File: src/rtl/keypad_pkg.sv
// Shared types and constants for the 4x4 keypad scanner: FSM encoding, keymap and
// column-decode helpers.
package keypad_pkg;

  typedef enum logic [1:0] {
    StScan,
    StDebPress,
    StPressed,
    StDebRelease
  } state_e;

  localparam logic [3:0] KEY_STAR = 4'hE;
  localparam logic [3:0] KEY_HASH = 4'hF;

  // Indexed by {row, col}; entry 0 (row 0, col 0) is the rightmost nibble.
  localparam logic [15:0][3:0] KEYMAP = {
    4'hD, KEY_HASH, 4'h0, KEY_STAR,
    4'hC, 4'h9,     4'h8, 4'h7,
    4'hB, 4'h6,     4'h5, 4'h4,
    4'hA, 4'h3,     4'h2, 4'h1
  };

  // True when exactly one active-low column is asserted.
  function automatic logic single_low(input logic [3:0] v);
    return $countones(~v) == 1;
  endfunction

  function automatic logic [1:0] low_index(input logic [3:0] v);
    logic [1:0] idx;
    idx = '0;
    for (int i = 0; i < 4; i++) begin
      if (!v[i]) idx = 2'(i);
    end
    return idx;
  endfunction

endpackage

File: src/rtl/keypad_scanner_4x4_if.sv
// Keypad pin and key-code bundle; master is the scanner, slave is the pins/user side.
interface keypad_scanner_4x4_if;

  logic [3:0] row_n;
  logic [3:0] col_n;
  logic [3:0] key;
  logic       key_valid;
  logic       key_pressed;

  modport master (
    output row_n,
    output key,
    output key_valid,
    output key_pressed,
    input  col_n
  );

  modport slave (
    input  row_n,
    input  key,
    input  key_valid,
    input  key_pressed,
    output col_n
  );

endinterface

File: src/rtl/sync_2ff.sv
// Two-flop synchronizer for asynchronous level inputs; resets to all-ones so
// active-low pulled-up inputs read as idle.
module sync_2ff #(
  parameter int unsigned WIDTH = 4
) (
  input  logic             clock,
  input  logic             reset_n,
  input  logic [WIDTH-1:0] d,
  output logic [WIDTH-1:0] q
);

  logic [WIDTH-1:0] meta_q;
  logic [WIDTH-1:0] sync_q;

  always_ff @(posedge clock or negedge reset_n) begin
    if (!reset_n) begin
      meta_q <= '1;
      sync_q <= '1;
    end else begin
      meta_q <= d;
      sync_q <= meta_q;
    end
  end

  assign q = sync_q;

endmodule

File: src/rtl/keypad_scanner_4x4.sv
// 4x4 matrix keypad scanner: strobes rows, debounces a single column hit and emits
// one key_valid pulse per accepted press with the mapped hex code.
module keypad_scanner_4x4
  import keypad_pkg::*;
#(
  parameter int unsigned SCAN_DIV         = 12000,
  parameter int unsigned DEBOUNCE_SAMPLES = 10
) (
  input  logic                  clock,
  input  logic                  reset_n,
  keypad_scanner_4x4_if.master  bus
);

  localparam int unsigned DivW = $clog2(SCAN_DIV);
  localparam int unsigned CntW = $clog2(DEBOUNCE_SAMPLES + 1);
  localparam logic [DivW-1:0] DivLast = DivW'(SCAN_DIV - 1);
  localparam logic [CntW-1:0] CntDone = CntW'(DEBOUNCE_SAMPLES);

  logic [3:0]      col_s;
  logic [DivW-1:0] div_q;
  logic            tick;

  state_e          state_q, state_d;
  logic [CntW-1:0] cnt_q, cnt_d, cnt_inc;
  logic [1:0]      row_q, row_d;
  logic [1:0]      col_q, col_d;
  logic            hit, col_low;
  logic            accept, release_done;

  logic [3:0]      key_q, key_d;
  logic            key_valid_q, key_valid_d;
  logic            key_pressed_q, key_pressed_d;

  sync_2ff #(
    .WIDTH (4)
  ) u_col_sync (
    .clock   (clock),
    .reset_n (reset_n),
    .d       (bus.col_n),
    .q       (col_s)
  );

  // Row dwell divider; every decision below happens only on tick.
  always_ff @(posedge clock or negedge reset_n) begin
    if (!reset_n) begin
      div_q <= '0;
    end else if (tick) begin
      div_q <= '0;
    end else begin
      div_q <= div_q + 1'b1;
    end
  end

  assign tick    = (div_q == DivLast);
  assign hit     = single_low(col_s);
  assign col_low = ~col_s[col_q];
  assign cnt_inc = cnt_q + 1'b1;

  always_ff @(posedge clock or negedge reset_n) begin
    if (!reset_n) begin
      state_q <= StScan;
      cnt_q   <= '0;
      row_q   <= '0;
      col_q   <= '0;
    end else begin
      state_q <= state_d;
      cnt_q   <= cnt_d;
      row_q   <= row_d;
      col_q   <= col_d;
    end
  end

  always_comb begin
    state_d      = state_q;
    cnt_d        = cnt_q;
    row_d        = row_q;
    col_d        = col_q;
    accept       = 1'b0;
    release_done = 1'b0;
    if (tick) begin
      unique case (state_q)
        StScan: begin
          if (hit) begin
            col_d   = low_index(col_s);
            cnt_d   = CntW'(1);
            state_d = StDebPress;
          end else begin
            row_d = row_q + 1'b1;
          end
        end
        StDebPress: begin
          if (hit && col_low) begin
            cnt_d = cnt_inc;
            if (cnt_inc == CntDone) begin
              state_d = StPressed;
              accept  = 1'b1;
            end
          end else begin
            state_d = StScan;
            cnt_d   = '0;
            row_d   = row_q + 1'b1;
          end
        end
        StPressed: begin
          // Other keys in the frozen row are ignored; only the latched column matters.
          if (!col_low) begin
            cnt_d   = CntW'(1);
            state_d = StDebRelease;
          end
        end
        StDebRelease: begin
          if (!col_low) begin
            cnt_d = cnt_inc;
            if (cnt_inc == CntDone) begin
              state_d      = StScan;
              cnt_d        = '0;
              row_d        = row_q + 1'b1;
              release_done = 1'b1;
            end
          end else begin
            state_d = StPressed;
            cnt_d   = '0;
          end
        end
        default: begin
          state_d = StScan;
          cnt_d   = '0;
        end
      endcase
    end
  end

  always_comb begin
    key_d         = key_q;
    key_valid_d   = accept;
    key_pressed_d = key_pressed_q;
    if (accept) begin
      key_d         = KEYMAP[{row_q, col_q}];
      key_pressed_d = 1'b1;
    end
    if (release_done) begin
      key_pressed_d = 1'b0;
    end
  end

  always_ff @(posedge clock or negedge reset_n) begin
    if (!reset_n) begin
      key_q         <= 4'h0;
      key_valid_q   <= 1'b0;
      key_pressed_q <= 1'b0;
    end else begin
      key_q         <= key_d;
      key_valid_q   <= key_valid_d;
      key_pressed_q <= key_pressed_d;
    end
  end

  assign bus.row_n       = ~(4'b0001 << row_q);
  assign bus.key         = key_q;
  assign bus.key_valid   = key_valid_q;
  assign bus.key_pressed = key_pressed_q;

endmodule

File: src/flat_wrapper.sv
// flat-port wrapper written by rule: the top's interface ports become plain ports
module keypad_scanner_4x4_flat import keypad_pkg::*;
#(
  parameter int unsigned SCAN_DIV         = 12000,
  parameter int unsigned DEBOUNCE_SAMPLES = 10
)
  (clock, reset_n, bus_row_n, bus_key, bus_key_valid, bus_key_pressed, bus_col_n);
  keypad_scanner_4x4_if bus_i ();
  input  logic clock;
  input  logic reset_n;
  output wire logic [$bits(bus_i.row_n)-1:0] bus_row_n;
  output wire logic [$bits(bus_i.key)-1:0] bus_key;
  output wire logic [$bits(bus_i.key_valid)-1:0] bus_key_valid;
  output wire logic [$bits(bus_i.key_pressed)-1:0] bus_key_pressed;
  input wire logic [$bits(bus_i.col_n)-1:0] bus_col_n;
  assign bus_row_n = bus_i.row_n;
  assign bus_key = bus_i.key;
  assign bus_key_valid = bus_i.key_valid;
  assign bus_key_pressed = bus_i.key_pressed;
  assign bus_i.col_n = bus_col_n;
  keypad_scanner_4x4 #(.SCAN_DIV(SCAN_DIV), .DEBOUNCE_SAMPLES(DEBOUNCE_SAMPLES)) u_core (.clock(clock), .reset_n(reset_n), .bus(bus_i));
endmodule
File: config.mk
export PLATFORM = sky130hd
export DESIGN_NAME = keypad_scanner_4x4_flat
export DESIGN_NICKNAME = d
export VERILOG_FILES = /design/src/rtl/keypad_pkg.sv /design/src/rtl/keypad_scanner_4x4_if.sv /design/src/rtl/sync_2ff.sv /design/src/rtl/keypad_scanner_4x4.sv /design/src/flat_wrapper.sv
export SDC_FILE = /design/constraint.sdc
export NUM_CORES = 1
export LEC_CHECK = 0
export ABC_AREA = 1
export BUFFER_PORTS_ARGS = -buffer_cell sky130_fd_sc_hd__buf_2
export CORE_MARGIN = 5
export CORE_UTILIZATION = 45
export CTS_CLUSTER_DIAMETER = 50
export CTS_CLUSTER_SIZE = 24
export DETAILED_ROUTE_END_ITERATION = 12
export MAX_ROUTING_LAYER = met4
export SYNTH_ARGS = -nofsm -noshare
export SYNTH_HDL_FRONTEND = slang
export SYNTH_SLANG_ARGS = --single-unit
File: constraint.sdc
create_clock -name clock -period 3.34 [get_ports clock]
set_input_delay 0.501 -clock clock [delete_from_list [all_inputs] [get_ports clock]]
set_output_delay 0.501 -clock clock [all_outputs]
set_load 0.005 [all_outputs]
==> results of run 1 <==
## layout make-up
cell class,count,share of cell area
clock inverters,3,0.02723
flip-flops and latches,38,0.3802
repair buffers,15,0.02970
well taps,67,0.03317
clock buffers,5,0.02723
inverters,51,0.07772
multi-input cells,189,0.4248
## final timing paths
| kind | startpoint | to | slack (ps) |
|---|---|---|---|
| max in group asynchronous | reset_n | u_core.col_q[1]$_DFFE_PN0P_ | 2520 |
| worst min register to register | u_core.u_col_sync.meta_q[3]$_DFF_PN1_ | u_core.u_col_sync.q[3]$_DFF_PN1_ | 360 |
| worst min-delay path | reset_n | u_core.cnt_q[1]$_DFFE_PN0P_ | 300 |
| worst max-delay path | u_core.u_col_sync.q[2]$_DFF_PN1_ | u_core.col_q[0]$_DFFE_PN0P_ | 920 |
| min in group clock | bus_col_n[1] | u_core.u_col_sync.meta_q[1]$_DFF_PN1_ | 300 |
| worst max register to register | u_core.u_col_sync.q[2]$_DFF_PN1_ | u_core.col_q[0]$_DFFE_PN0P_ | 920 |
## cell usage after synthesis, drive strengths merged
library cell | instances | area, um^2
nor3 | 4 | 20.02
or2 | 1 | 6.260
ha | 16 | 200.2
nor2 | 36 | 160.2
nand3 | 20 | 122.6
nand4 | 5 | 37.53
xnor2 | 1 | 8.760
dfstp | 8 | 210.2
inv | 50 | 187.7
o21ai | 15 | 78.83
nand3b | 2 | 15.01
dfrtp | 30 | 750.7
clkinv | 1 | 8.760
a22oi | 1 | 7.510
a21oi | 9 | 45.04
xor2 | 5 | 43.79
nand2 | 69 | 281.5
a31oi | 1 | 6.260
fa | 1 | 20.02
o22ai | 2 | 12.51
a21boi | 1 | 7.510
buf | 1 | 5.000
## metal layers
layer	routed length, um	part of all wire
met1	2106	0.50
met2	1904	0.45
met3	173	0.041
met4	60	0.014
met5	0	0
## logic make-up after synthesis
group                    Yosys count
AND/OR/NAND/NOR                  137
buffers and inverters             52
flip-flops                        38
AO/OA/AOI/OAI                     29
adder cells (fa/ha/maj)           17
XOR/XNOR                           6
## sequential cells by signal (all words and copies together) (netlist names)
register	flops
u_core.bus.key_valid	1
u_core.row_q	2
u_core.state_q	2
u_core.u_col_sync.meta_q	4
u_core.bus.key	4
u_core.cnt_q	4
u_core.div_q	14
u_core.u_col_sync.q	4
u_core.bus.key_pressed	1
u_core.col_q	2
## worst max-delay path, cell delays in order (launching register included)
cell and delay, ps:
dfstp_2 560, inv_1 50, ha_1 280, ha_1 190, fa_1 440, nand3b_1 210
nor3_1 260, nand2_1 150, nand2_1 80, o21ai_0 80
## where the power goes
part / switching [mW] / total [mW] / internal, mW
logic: 0.0267 / 0.0389 / 0.0122
clock network: 0.173 / 0.472 / 0.299
registers: 0.00237 / 0.471 / 0.468
## through the flow
| step | setup slack [ps] | std cells |
|---|---|---|
| 4_1_cts | 903.7 | 368 |
| 2_1_floorplan | 1077 | 279 |
| 3_5_place_dp | 917.9 | 360 |
| 5_1_grt | 685.5 | 368 |
| 6_report | 917.4 | 368 |
| 3_3_place_gp | 991.2 | 360 |
==> flow_summary_export.csv, run 1 <==
group,metric,value,unit
synthesis,avgSynthCellArea,8.014,um^2
sta,rsz0062_at_grt,"false",
final_layout,layout-drive-gt1-share,0.1728,
clock_network,cts_root_buf,"clkbuf_8",
place,io_buffers,15,
floorplan,fp.coreArea,4786,um^2
drt,finalWirelength,4244,um
drt,firstDrtPassIters,4,
synthesis,yosys_warnings,0,
place,post_dp_cell_area,2390,um^2
drt,num_vias,1727,
place,place_congestion,0.8379,
floorplan,io_pins,16,
final_layout,finalInstanceArea,2527,um^2
worst_setup_path,crit_path_end_kind,"flip-flop",
place,hpwl,3159,um
sta,setup_violations,0,
clock_network,clock_sink_count,38,
clock_network,ctsResizeCount,0,
synthesis,syn-num-nets,302,
synthesis,synth_seq_cells,38,
sta,skew,2.153,ps
global_route,grt_util_all_layers,0.1552,
synthesis,netlist_instances,279,
synthesis,synth-compound-area-share,0.07051,
sta,fin_crit_sh,0.7253,
global_route,grt_max_degree,39,
power,vdd_ir_drop_max,235.2,uV
clock_network,clkLatencyLatePin,290,ps
floorplan,die_h,80.49,um
global_route,grt_use_met3,0.03475,
drt,postRouteAntennaNets,0,
sta,relSlewSlack,0.4504,
clock_network,cts_hold_buf,0,
worst_setup_path,cp_data_required_time,3510,ps
final_layout,nNetsFinal,323,
floorplan,rows,25,
synthesis,synthAdderAreaFrac,0.09849,
clock_network,post-cts-setup-buffer-count,0,
power,powerDensity,388.6,nW/um^2
synthesis,synth_xor_area_frac,0.02350,
worst_setup_path,worstPathArrival,2600,ps
global_route,grt_overflow,0,
worst_setup_path,worst_setup_path_start_kind,"flip-flop",
final_layout,final_common_cell,"nand2_1",
worst_setup_path,worstSetupPathType,"reg -> reg",
clock_network,cts_buffer_depth,2,
drt,viasPerCell,4.693,
sta,fin_crit,2423,ps
synthesis,muxShareOfSynthArea,0,
job,drv_cap,0,
sta,fmax,412.8,MHz
synthesis,synth_top_family_by_area,"simple AND/OR/NAND/NOR gates",
sta,report.final.slew_viol_count,0,
sta,hold_ws,302.6,ps
final_layout,fillers,453,
synthesis,yosysUniqueCellTypes,32,
run_status,status,"completed",
floorplan,die_w,80.49,um
global_route,gr-usage-met2,0.2293,
synthesis,mappedNetlistArea,2236,um^2
synthesis,synth.yosys.seq_area_share,0.4298,
clock_network,numCtsBuffers,5,
clock_network,cts_htree_levels,2,
worst_setup_path,reg2reg_depth,9,
power,leakage,1.302,nW
final_layout,final-seq-area,960.9,um^2
final_layout,layout_common_cells,"nand2_1, inv_1, nor2_1, dfrtp_1, nand3_1",
global_route,met1_usage,0.2109,
global_route,antenna_found_initial,0,
drt,wl_per_cell,11.53,um
final_layout,n_antenna_cell,0,
sta,tns,0,ps
floorplan,die_area,6479,um^2
global_route,grt_pass1_wl,7548,um
drt,drt_iter0_drc,93,
worst_setup_path,crit_fanout,4,
final_layout,final_util,0.5281,
global_route,first_global_vias,1597,
clock_network,cts_tree,"done",
sta,hold_viol,0,
synthesis,yosys.area_share.simple,0.2876,
drt,drc,0,
worst_hold_path,min-delay-path-class,"in -> async",
final_layout,area_growth,13.04,%
global_route,grt.busiest_layer,"met2",
clock_network,clk_pin_slew_worst_paths,80,ps
power,total_power,0.9821,mW
sta,tightest_slew,824.4,ps
floorplan,start_util,0.4672,
final_layout,multi_input_area,1074,um^2
No activity file was read; power rests on OpenSTA's default activity.
==> inputs of run 2 (changes only) <==
--- a/config.mk
+++ b/config.mk
@@ -5,7 +5,7 @@
 export SDC_FILE = /design/constraint.sdc
 export NUM_CORES = 1
 export LEC_CHECK = 0
-export ABC_AREA = 1
+export ABC_AREA = 0
 export BUFFER_PORTS_ARGS = -buffer_cell sky130_fd_sc_hd__buf_2
 export CORE_MARGIN = 5
 export CORE_UTILIZATION = 45
==> constraint.sdc (replaced) <==
create_clock -name clock -period 2.4 [get_ports clock]
set_input_delay 0.36 -clock clock [delete_from_list [all_inputs] [get_ports clock]]
set_output_delay 0.36 -clock clock [all_outputs]
set_load 0.005 [all_outputs]
==> run 2 against run 1 <==
Effect of this change: synthesized area is 6.1% lower; setup slack lost 1100 ps; wire length decreased by 5.5%; highest routed layer unchanged; the run now ends with negative setup slack left; final area barely moved; power grew 34%; combinational power increased to 3.3 times the previous value; die area down 5.4%; via count down 15%; sequential cell count did not move; largest power group is now registers; global-route usage fell by 0.88 points; register-to-register slack worse by 1100 ps.
==> flow_summary_export.csv, run 2 <==
group,metric,value,unit
clock_network,clk_pin_slew_worst_paths,80,ps
synthesis,synth_seq_cells,38,
drt,postRouteAntennaNets,0,
sta,fin_ws,-134.4,ps
final_layout,final_common_cell,"dfrtp_1",
floorplan,fp.coreArea,4444,um^2
worst_setup_path,r2r_end,"u_core.bus.key[1]$_DFFE_PN0P_",
sta,tns,-843.1,ps
sta,fmax,394.6,MHz
synthesis,synth.yosys.seq_area_share,0.4577,
run_status,status,"complete, but fails checks",
clock_network,cts_root_buf,"clkbuf_8",
sta,report.final.slew_viol_count,0,
sta,skew,10.73,ps
floorplan,die_w,78.31,um
worst_setup_path,cpMostUsedCell,"ha_4",
final_layout,area_growth,20.50,%
floorplan,start_util,0.4724,
power,powerDensity,519.2,nW/um^2
clock_network,numCtsBuffers,5,
drt,num_vias,1461,
synthesis,yosys-top-cells-area,"dfrtp_1, dfstp_2, ha_1, inv_1, xnor2_1",
worst_setup_path,critPathSlowestCell,"dfstp_2",
synthesis,synth_edf_count,0,
worst_setup_path,worst-r2r-setup-slack,-130,ps
worst_setup_path,cp_data_required_time,2580,ps
drt,wl_per_cell,14.97,um
synthesis,syn-num-nets,211,
final_layout,largest-register,"u_core.div_q",
clock_network,cts_buffer_depth,2,
final_layout,nNetsFinal,238,
power,leakage,1.157,nW
final_layout,finalInstanceArea,2530,um^2
synthesis,mappedNetlistArea,2100,um^2
worst_setup_path,crit_chain,"inv_2 -> ha_4 -> ha_4 -> fa_2 -> nor4b_4 -> nand2b_4 -> nor2_4 -> mux2_4",
synthesis,avgSynthCellArea,11.17,um^2
power,vdd_ir_drop_max,397.7,uV
floorplan,die_area,6132,um^2
worst_setup_path,critPathMaxStageDelay,540,ps
drt,viasPerCell,5.451,
synthesis,yosysUniqueCellTypes,50,
synthesis,synth.most_common_cell,"dfrtp_1",
global_route,grt_max_degree,39,
worst_setup_path,crit_path_end_kind,"flip-flop",
synthesis,async_flop_share,1.000,
worst_setup_path,worstPathArrival,2710,ps
drt,finalWirelength,4011,um
synthesis,netlist_instances,188,
sta,tightest_slew,825.9,ps
worst_setup_path,r2r_start,"u_core.u_col_sync.q[1]$_DFF_PN1_",
worst_setup_path,crit_fanout,5,
worst_hold_path,min-delay-path-class,"in -> async",
synthesis,yosys_warnings,0,
final_layout,layout_common_cells,"dfrtp_1, buf_2, inv_1",
global_route,grt_util_all_layers,0.1464,
clock_network,cts_hold_buf,0,
synthesis,yosys.area.top_type,"dfrtp_1",
sta,hold_viol,0,
global_route,first_global_vias,1481,
place,io_buffers,15,
worst_setup_path,reg2reg_depth,8,
sta,fin_crit_sh,1.056,
place,post_dp_cell_area,2325,um^2
synthesis,synthFlopType,"dfrtp_1",
sta,fin_crit,2534,ps
floorplan,io_pins,16,
drt,drt_iter0_drc,21,
drt,firstDrtPassIters,6,
clock_network,cts_htree_levels,2,
place,hpwl,2816,um
clock_network,cts_tree,"done",
worst_setup_path,worst_setup_path_start_kind,"flip-flop",
clock_network,clock_sink_count,38,
final_layout,n_antenna_cell,0,
floorplan,die_h,78.31,um
sta,rsz0062_at_grt,"true",
run_status,violations,"negative setup slack",
synthesis,synthTopCellsByCount,"dfrtp_1, inv_1, ha_1, nor2_1, nand2_1",
global_route,grt_overflow,0,
place,place_congestion,0.7873,
job,drv_cap,0,
sta,hold_ws,159.0,ps
global_route,grt_pass1_wl,7010,um
drt,drc,0,
global_route,antenna_found_initial,0,
final_layout,layout-drive-gt1-share,0.3657,
sta,relSlewSlack,0.4494,
power,total_power,1.314,mW
clock_network,clkLatencyLatePin,290,ps
final_layout,largest_reg_flops,14,
synthesis,yosysTopAreaCellShare,0.3576,
worst_setup_path,worstSetupPathType,"reg -> reg",
sta,setup_violations,10,
floorplan,rows,24,
-- run 2: cell types whose count changed in the layout (fill, tap and decap cells not counted), moves of 5 or more --
cell	change
buf_4	+9
a21oi_1	-6
nand3_1	-10
o21ai_0	-9
xnor2_1	+6
mux2i_1	+5
inv_1	-33
nand2_1	-53
nor2_1	-18
-- run 2: worst max path at each step --
stage                                startpoint                       endpoint  slack (ps)  depth (start not counted)
3_5_place_dp   u_core.u_col_sync.q[3]$_DFF_PN1_  u_core.bus.key[1]$_DFFE_PN0P_        -180                          8
2_1_floorplan  u_core.u_col_sync.q[3]$_DFF_PN1_  u_core.bus.key[0]$_DFFE_PN0P_         -70                          8
5_1_grt        u_core.u_col_sync.q[1]$_DFF_PN1_    u_core.cnt_q[2]$_DFFE_PN0P_        -250                          9
4_1_cts        u_core.u_col_sync.q[3]$_DFF_PN1_  u_core.bus.key[1]$_DFFE_PN0P_        -160                          8
6_report       u_core.u_col_sync.q[1]$_DFF_PN1_  u_core.bus.key[1]$_DFFE_PN0P_        -130                          8
3_3_place_gp   u_core.u_col_sync.q[3]$_DFF_PN1_  u_core.bus.key[1]$_DFFE_PN0P_        -120                          8
-- run 2: layer usage --
| layer | share of wire | track usage | vias to the layer above | routed length, um |
|---|---|---|---|---|
| met1 | 0.46 | 0.1862 | 731 | 1860 |
| li1 | - | - | 699 | - |
| met5 | 0 | - | - | 0 |
| met2 | 0.49 | 0.2320 | 24 | 1952 |
| met3 | 0.032 | 0.03089 | 7 | 129 |
| met4 | 0.017 | 0.05245 | 0 | 68 |
-- run 2: where the power goes --
group | switching [mW] | internal [mW] | leakage [nW]
Combinational | 0.0659 | 0.0624 | 0.610
Clock | 0.224 | 0.306 | 0.0579
Sequential | 0.00317 | 0.652 | 0.489
-- run 2: cell type report --
cell class / count / area, um^2
sequential: 38 / 960.9
tap: 52 / 65.06
fill: 401 / 1914
timing repair buffer: 25 / 153.9
inverter: 18 / 67.56
multi-input combinational: 127 / 1174
clock inverter: 3 / 40.04
clock buffer: 5 / 68.82
-- run 2: cells by family (layout without fill, tap and decap cells) --
group | after synthesis | after routing | share of synthesized area
AO/OA/AOI/OAI | 26 | 26 | 0.1109
adder cells (fa/ha/maj) | 17 | 17 | 0.1049
flip-flops | 38 | 38 | 0.4577
AND/OR/NAND/NOR | 59 | 59 | 0.1633
buffers and inverters | 23 | 51 | 0.04231
multiplexers | 12 | 12 | 0.06674
XOR/XNOR | 13 | 13 | 0.05423
-- run 2: metrics by stage --
| step | std cells | utilization | setup slack (ps) |
|---|---|---|---|
| global placement | 256 | 0.5231 | -117.7 |
| floorplan | 188 | - | -65.25 |
| CTS | 267 | 0.5574 | -159.6 |
| finish | 268 | 0.5693 | -134.4 |
| detailed placement | 256 | 0.5231 | -177.0 |
| global route | 268 | 0.5693 | -249.0 |
-- run 2: repair_timing --
action / in CTS / in global routing
resized for setup: 3 / 12
setup endpoints to repair: 9 / 15
setup buffers: 3 / 2
pin swaps: 7 / 8
-- run 2: critical path, delay by kind of cell (launching register included) --
family,cells,cell delay [ps]
fa+ha+maj,3,830
buf+inv,1,50
flops,1,540
mux,1,320
simple gates,3,680
==> inputs of run 3 (changes only) <==
==> constraint.sdc (replaced) <==
create_clock -name clock -period 2.4 [get_ports clock]
set_input_delay 0 -clock clock [delete_from_list [all_inputs] [get_ports clock]]
set_output_delay 0 -clock clock [all_outputs]
set_load 0.005 [all_outputs]
==> run 3 against run 2 <==
Effect of this change: the run still ends with negative setup slack left; setup slack worse by 1.2 ps; combinational power is 5% higher; maximum frequency is essentially flat; power increased by 0.54%; sequential power hardly changed; first-iteration DRC count grew 29%; worst hold slack better by 180 ps; non-clock buffer count increased by 5; critical endpoint unchanged; largest cell class unchanged; largest power group unchanged.
==> flow_summary_export.csv, run 3 (synthesis gave the netlist of run 2 again) <==
group,metric,value,unit
run_status,status,"complete, but fails checks",
run_status,violations,"negative setup slack",
final_layout,final_common_cell,"dfrtp_1",
global_route,grt_pass1_wl,7072,um
place,place_congestion,0.7873,
drt,wl_per_cell,14.82,um
drt,drt_iter0_drc,27,
floorplan,die_w,78.31,um
place,io_buffers,15,
clock_network,cts_htree_levels,2,
place,post_dp_cell_area,2325,um^2
final_layout,largest-register,"u_core.div_q",
clock_network,clk_pin_slew_worst_paths,80,ps
worst_setup_path,worstPathArrival,2720,ps
global_route,grt_util_all_layers,0.1477,
drt,viasPerCell,5.403,
final_layout,layout_common_cells,"dfrtp_1, buf_2, inv_1",
floorplan,start_util,0.4724,
final_layout,layout-drive-gt1-share,0.3575,
clock_network,numCtsBuffers,5,
final_layout,area_growth,22.88,%
sta,setup_violations,10,
final_layout,n_antenna_cell,0,
sta,report.final.slew_viol_count,0,
final_layout,final_util,0.5805,
floorplan,die_h,78.31,um
place,hpwl,2816,um
sta,hold_ws,341.6,ps
final_layout,largest_reg_flops,14,
final_layout,finalInstanceArea,2580,um^2
worst_hold_path,min-delay-path-class,"in -> async",
floorplan,fp.coreArea,4444,um^2
sta,rsz0062_at_grt,"true",
worst_setup_path,crit_chain,"inv_2 -> ha_4 -> ha_4 -> fa_2 -> nor4b_4 -> nand2b_4 -> nor2_4 -> mux2_4",
floorplan,io_pins,16,
clock_network,clock_sink_count,38,
clock_network,cts_tree,"done",
final_layout,nNetsFinal,243,
final_layout,fillers,396,
global_route,antenna_found_initial,0,
sta,skew,10.73,ps
sta,fin_ws,-135.5,ps
worst_setup_path,cp_data_required_time,2580,ps
floorplan,rows,24,
global_route,grt_overflow,0,
worst_setup_path,critPathMaxStageDelay,540,ps
sta,fmax,394.4,MHz
floorplan,die_area,6132,um^2
sta,fin_crit,2536,ps
drt,finalWirelength,4045,um
worst_setup_path,cpMostUsedCell,"ha_4",
worst_setup_path,worstSetupPathType,"reg -> reg",
power,powerDensity,511.9,nW/um^2
job,drv_cap,0,
worst_setup_path,crit_fanout,5,
clock_network,cts_buffer_depth,2,
worst_setup_path,critPathSlowestCell,"dfstp_2",
worst_setup_path,critical_path_buf_inv_count,1,
drt,drc,0,
drt,postRouteAntennaNets,0,
worst_setup_path,worst_setup_path_start_kind,"flip-flop",
sta,relSlewSlack,0.4486,
worst_setup_path,crit_family,"adder cells",
sta,tightest_slew,827.2,ps
global_route,first_global_vias,1508,
drt,num_vias,1475,
sta,hold_viol,0,
drt,firstDrtPassIters,3,
worst_setup_path,crit_path_end_kind,"flip-flop",
power,vdd_ir_drop_max,399.8,uV
sta,fin_crit_sh,1.056,
global_route,grt_max_degree,39,
power,leakage,1.178,nW
clock_network,cts_root_buf,"clkbuf_8",
clock_network,clkLatencyLatePin,290,ps
run 3: where the power goes:
part / leakage, nW / switching [mW] / internal (mW)
clock: 0.0579 / 0.225 / 0.306
combinational: 0.631 / 0.0669 / 0.0677
sequential: 0.489 / 0.00317 / 0.652
total: 1.18 / 0.295 / 1.03
run 3: metrics by stage:
| step | setup TNS (ps) | std cells | worst slack (ps) | total power [mW] |
|---|---|---|---|---|
| floorplan | -261.0 | 188 | -65.25 | 0.7294 |
| global placement | -657.0 | 256 | -117.7 | 0.7621 |
| detailed placement | -1070 | 256 | -177.0 | 0.7641 |
| CTS | -970.7 | 272 | -159.6 | 1.321 |
| global route | -1965 | 273 | -249.0 | 1.386 |
| finish | -853.8 | 273 | -135.5 | 1.321 |
run 3: timing repair:
item                                    in CTS  in global routing
endpoints found under the setup margin       9                 15
cloned                                       0                  0
hold endpoints to repair                    34                  0
pin swaps                                    7                  8
hold buffers                                 5                  0
resized for setup                            3                 12
setup buffers                                3                  2
run 3: layout make-up:
cell class	instances	area, um^2	share of cell area
Sequential cell	38	960.9	0.3725
Tap cell	52	65.06	0.02522
Multi-Input combinational cell	127	1174	0.4549
Inverter	18	67.56	0.02619
Clock inverter	3	40.04	0.01552
Timing Repair Buffer	30	203.9	0.07905
Clock buffer	5	68.82	0.02667
run 3: per-layer routing:
| metal | global-route usage | vias to the layer above | wire [um] |
|---|---|---|---|
| met1 | 0.1869 | 739 | 1875 |
| met3 | 0.03089 | 7 | 120 |
| met4 | 0.05245 | 0 | 68 |
| met5 | - | - | 0 |
| li1 | - | 709 | - |
| met2 | 0.2354 | 20 | 1980 |
run 3: final timing paths:
| check | depth (start not counted) | start | slack [ps] | to |
|---|---|---|---|---|
| max | 8 | u_core.u_col_sync.q[1]$_DFF_PN1_ | -140 | u_core.bus.key[1]$_DFFE_PN0P_ |
| min | 2 | reset_n | 340 | u_core.bus.key[1]$_DFFE_PN0P_ |
| max reg2reg | 8 | u_core.u_col_sync.q[1]$_DFF_PN1_ | -140 | u_core.bus.key[1]$_DFFE_PN0P_ |
| min in group clock | 2 | bus_col_n[2] | 350 | u_core.u_col_sync.meta_q[2]$_DFF_PN1_ |
| min reg2reg | 0 | u_core.u_col_sync.meta_q[3]$_DFF_PN1_ | 360 | u_core.u_col_sync.q[3]$_DFF_PN1_ |
| max in group asynchronous | 2 | reset_n | 1520 | u_core.div_q[8]$_DFF_PN0_ |
